**src/rtl/imem_loader.sv**
```systemverilog
// Boot-time instruction memory loader: assembles a big-endian byte stream into
// 32-bit words, writes them to consecutive addresses and holds the core meanwhile.
module imem_loader #(
  parameter int unsigned MEM_WIDTH = 32,
  parameter int unsigned MEM_DEPTH = 1024,
  parameter int unsigned ADDR_SIZE = 32,
  parameter int unsigned BASE_ADDR = 0
) (
  input  logic                 clk,
  input  logic                 rst_n,
  input  logic                 load_start,
  input  logic [10:0]          load_len,
  input  logic                 in_valid,
  input  logic [7:0]           in_data,
  output logic                 in_ready,
  output logic                 imem_wr_en,
  output logic [ADDR_SIZE-1:0] imem_wr_addr,
  output logic [MEM_WIDTH-1:0] imem_wr_data,
  output logic                 cpu_hold,
  output logic                 busy,
  output logic                 load_done,
  output logic                 load_err,
  output logic [31:0]          checksum
);

  localparam logic [1:0] IDLE  = 2'd0;
  localparam logic [1:0] RECV  = 2'd1;
  localparam logic [1:0] WRITE = 2'd2;
  localparam logic [1:0] DONE  = 2'd3;

  localparam logic [ADDR_SIZE-1:0] BASE = ADDR_SIZE'(BASE_ADDR);

  logic [1:0]           state;
  logic [10:0]          len_q;
  logic [10:0]          word_cnt;
  logic [10:0]          word_cnt_next;
  logic [1:0]           byte_cnt;
  logic [MEM_WIDTH-1:0] word;
  logic [ADDR_SIZE-1:0] addr;
  logic                 hold_q;

  assign word_cnt_next = word_cnt + 11'd1;

  // Every output decodes straight from registered state, so none of them can
  // depend combinationally on in_valid, and addr/data are stable across WRITE.
  assign in_ready     = (state == RECV);
  assign imem_wr_en   = (state == WRITE);
  assign busy         = (state == RECV) || (state == WRITE);
  assign load_done    = (state == DONE);
  assign cpu_hold     = hold_q;
  assign imem_wr_addr = (state == WRITE) ? addr : '0;
  assign imem_wr_data = (state == WRITE) ? word : '0;

  always_ff @(posedge clk) begin
    // NOTE: sequential state uses non-blocking assignments only, so every
    // register in this block sees the pre-edge value of its neighbours.
    if (!rst_n) begin
      // NOTE: the datapath registers are reset too, because the write bus and
      // checksum must read zero straight after reset, not X.
      state    <= IDLE;
      len_q    <= '0;
      word_cnt <= '0;
      byte_cnt <= '0;
      word     <= '0;
      addr     <= BASE;
      hold_q   <= 1'b1;
      load_err <= 1'b0;
      checksum <= '0;
    end else begin
      case (state)
        IDLE: begin
          if (load_start) begin
            hold_q   <= 1'b1;
            load_err <= 1'b0;
            checksum <= '0;
            word_cnt <= '0;
            byte_cnt <= '0;
            addr     <= BASE;
            len_q    <= load_len;
            if (load_len == 11'd0) begin
              state <= DONE;
            end else if (32'(load_len) > MEM_DEPTH) begin
              load_err <= 1'b1;
              state    <= DONE;
            end else begin
              state <= RECV;
            end
          end
        end
        RECV: begin
          if (in_valid) begin
            word     <= {word[MEM_WIDTH-9:0], in_data};
            byte_cnt <= byte_cnt + 2'd1;
            if (byte_cnt == 2'd3) state <= WRITE;
          end
        end
        WRITE: begin
          checksum <= checksum + word;
          word_cnt <= word_cnt_next;
          addr     <= addr + ADDR_SIZE'(4);
          state    <= (word_cnt_next == len_q) ? DONE : RECV;
        end
        DONE: begin
          // Releasing the core here makes cpu_hold fall in the first IDLE cycle.
          hold_q <= 1'b0;
          state  <= IDLE;
        end
        default: state <= IDLE;
      endcase
    end
  end

endmodule

```
**config.mk**
```make
export PLATFORM = sky130hd
export DESIGN_NAME = imem_loader
export DESIGN_NICKNAME = d
export VERILOG_FILES = /design/src/rtl/imem_loader.sv
export SDC_FILE = /design/constraint.sdc
export NUM_CORES = 1
export LEC_CHECK = 0
export CORE_AREA = 4 4 115 117
export CTS_CLUSTER_SIZE = 10
export DETAILED_ROUTE_END_ITERATION = 10
export DIE_AREA = 0 0 119 121
export DONT_BUFFER_PORTS = 1
export PLACE_DENSITY = 0.85
export RECOVER_POWER = 25
export SYNTH_ARGS = -nofsm -noshare
export SYNTH_HDL_FRONTEND = slang
export SYNTH_SLANG_ARGS = --single-unit
```
**constraint.sdc**
```tcl
create_clock -name clk -period 2.54 [get_ports clk]
set_input_delay 0.508 -clock clk [delete_from_list [all_inputs] [get_ports clk]]
set_output_delay 0.508 -clock clk [all_outputs]
set_load 0.1 [all_outputs]
```
==> flow_summary.toml <==
[setup_path]
worstSetupEndpointType = "flip-flop"
r2r_end = "checksum[31]$_SDFFE_PN0P_"
crit_slowest_cell = "ha_1"
required_ns = 2.83
worstPathArrival_ns = 2.93
rr_worst_depth = 10
cp_max_fo = 5
r2r_start = "checksum[23]$_SDFFE_PN0P_"
ff2ff_setup_slack_ns = -0.1
startpoint = "checksum[23]$_SDFFE_PN0P_"
crit_path_start_kind = "flip-flop"
crit_chain = "ha_1 > nand3_1 > nor2_1 > and3_1 > a221o_1 > a31oi_4 > o21ai_2 > nor4_4 > a2111oi_2 > nor3_1"
critPathMaxStageDelay_ns = 0.37
critical_path_class = "reg2reg"

[global_route]
gr-total-overflow = 0
grt_pass1_wl_mm = 33.4
grt_pass1_vias = 6891
grt_max_degree = 44
grt.total_usage_pct = 28.5
antenna_found_initial = 0

[cts]
root_buffer = "clkbuf_16"
cts_hold_buf = 0
numCtsBuffers = 17
cts_max_path_buffers = 2
clkSlewWorstSetupHoldPaths_ns = 0.06
htree_levels = 4
cts_num_sinks = 122
cts_tree = "yes"
clk_latency_ns = 0.42

[die]
die_w_um = 119
die_h_um = 121
row_count = 41
initial_utilization_pct = 56.6
core_um2 = 12400
dieArea_um2 = 14400
ios = 125

[final_layout]
multi_input_area_um2 = 4630
fin_util_pct = 78.9
design_area_um2 = 9760
final_cell_mix = "156 x nand2_1, 93 x dfxtp_1, 84 x nor2_1"
fill_cells = 781
num-nets-final = 1086
final_common_cell = "nand2_1"
antenna_cells = 0
seqCellArea_um2 = 2510
drive_gt1_share_pct = 28.2
fin_cells = 1209
synthToLayoutAreaGrowth_pct = 39.4

[logic_synthesis]
synth-seq-cells = 122
netlist_area_um2 = 7000
ys_warn_count = 0
synth_edf_count = 0
netlist.top_cell.by_area = "dfxtp_1"
yosys-top-cells-area = "dfxtp_1 35%, nand2_1 8.4%, ha_1 6.8%, and2_1 6.1%, a21oi_1 4.6%"
synth_top_area_share_pct = 34.9
yosys_most_used_dff = "dfxtp_1"
syn_avg_cell_area_um2 = 7.83
synth_async_sr_flop_share_pct = 0
synthCells = 894
ys_types = 68
ys_seq_area_share_pct = 34.9

[sta]
period_needed_ns = 2.64
relSlewSlack_pct = 13.6
finalSetupViolations = 2
slew_viol_final = 0
max_freq_mhz = 379
min_period_over_period_pct = 104
rsz0062_at_grt = "yes"
setup_slack_ns = -0.0951
skew_ns = 0.00628
worst_slew_pin_slew_ns = 1.30
hold_viol = 0

[power]
leakage_nw = 3.85
ir_drop_mv = 0.491
power_mw = 6.01
powerDensity_nw_per_um2 = 616

[drt]
wirelength_mm = 22.0
drtAntennaViolNets = 0
wire_per_inst_um = 18.2
drc = 0
vias_per_cell = 5.89
vias = 7123
drtIter0Drc = 720
firstDrtPassIters = 7

[hold_path]
hp-class = "in2reg"
whs_path_depth = 1
min_to = "cpu_hold$_SDFFE_PN1P_"
min_from = "rst_n"

[outcome]
violations = "negative setup slack"
status = "complete, but fails checks"

[place]
placed_cell_area_um2 = 9100
dp_cells = 1172
port_buffers = 0
place_ws_ns = -0.00405
gp_congestion = 0.940
dpl.hpwl_mm = 14.7

[job]
maxCapViolations = 0
-- where the power goes --
group          internal [mW]  total (mW)  leakage (nW)  switching [mW]
registers               1.99        2.07          1.00          0.0761
clock network           1.40        2.22         0.269           0.822
logic                  0.461        1.72          2.58            1.26
-- worst max path at each step --
stage	end	slack [ns]
6_report	checksum[31]$_SDFFE_PN0P_	-0.1
3_5_place_dp	checksum[29]$_SDFFE_PN0P_	-0.004
4_1_cts	checksum[30]$_SDFFE_PN0P_	-0.007
2_1_floorplan	checksum[30]$_SDFFE_PN0P_	-0.06
5_1_grt	checksum[31]$_SDFFE_PN0P_	-0.25
3_3_place_gp	checksum[30]$_SDFFE_PN0P_	0.08
-- worst max-delay path, delay by kind of cell, from the launching register on --
kind / cells / cell delay, ns
AO/OA/AOI/OAI: 4 / 0.96
AND/OR/NAND/NOR: 5 / 0.83
adder cells (fa/ha/maj): 1 / 0.37
flip-flops: 1 / 0.34
-- state kept, by name (all words and copies together) (netlist names) --
name	count
word	32
state	2
len_q	11
addr	30
cpu_hold	1
checksum	32
load_err	1
word_cnt	11
byte_cnt	2
-- layout make-up --
type / count / area share (%)
Clock buffer: 30 / 5.47
Clock inverter: 2 / 0.103
Inverter: 16 / 0.615
Multi-Input combinational cell: 715 / 47.5
Sequential cell: 122 / 25.7
Tap cell: 172 / 2.21
Timing Repair Buffer: 152 / 18.4
-- per-stage QoR --
stage | hold slack [ns] | TNS (ns)
final | 0.208 | -0.153
after global routing | 0.207 | -0.751
after CTS | 0.185 | -0.00720
after detailed placement | 0.469 | -0.00405
after global placement | 0.458 | 0
after floorplan | 0.445 | -0.0644
-- metal layers --
layer | GRT usage, % | vias up | routed length [µm]
met1 | 32.4 | 3324 | 8470
met4 | 13.1 | 0 | 634
met3 | 7.69 | 63 | 1820
met5 | 0 | - | 0
li1 | - | 3350 | -
met2 | 49.9 | 386 | 11100
-- what timing repair did --
action | in CTS | in global routing
buffers inserted | 0 | 5
pin swaps | 3 | 24
gates resized for setup | 4 | 35
setup endpoints to repair | 9 | 18
cloned | 0 | 0
-- synthesized netlist by cell type (all sizes together), types with 6 or more instances --
master / number
a21o: 10
nand4: 9
a22oi: 17
nand2: 156
or3: 9
clkbuf: 36
nand2b: 10
a21oi: 66
and2: 69
nor2: 86
o21bai: 7
xnor2: 29
o21ai: 52
ha: 38
inv: 16
a21boi: 29
nand3: 19
nor3: 11
dfxtp: 122
xor2: 30
buf: 6
and3: 12
-- cells by family (layout without fill, tap and decap cells) --
kind of cell    count (synthesis)  in the layout  share of synthesized area (%)
xor+xnor                       59             59                           7.38
simple gates                  396            396                           26.9
compound gates                216            216                           20.1
flops                         122            122                           34.9
buf+inv                        58            200                           3.25
fa+ha+maj                      39             39                           7.08
mux                             3              3                          0.429
other cells                     1              2                         0.0535
Power figures use the tool's default switching activity.
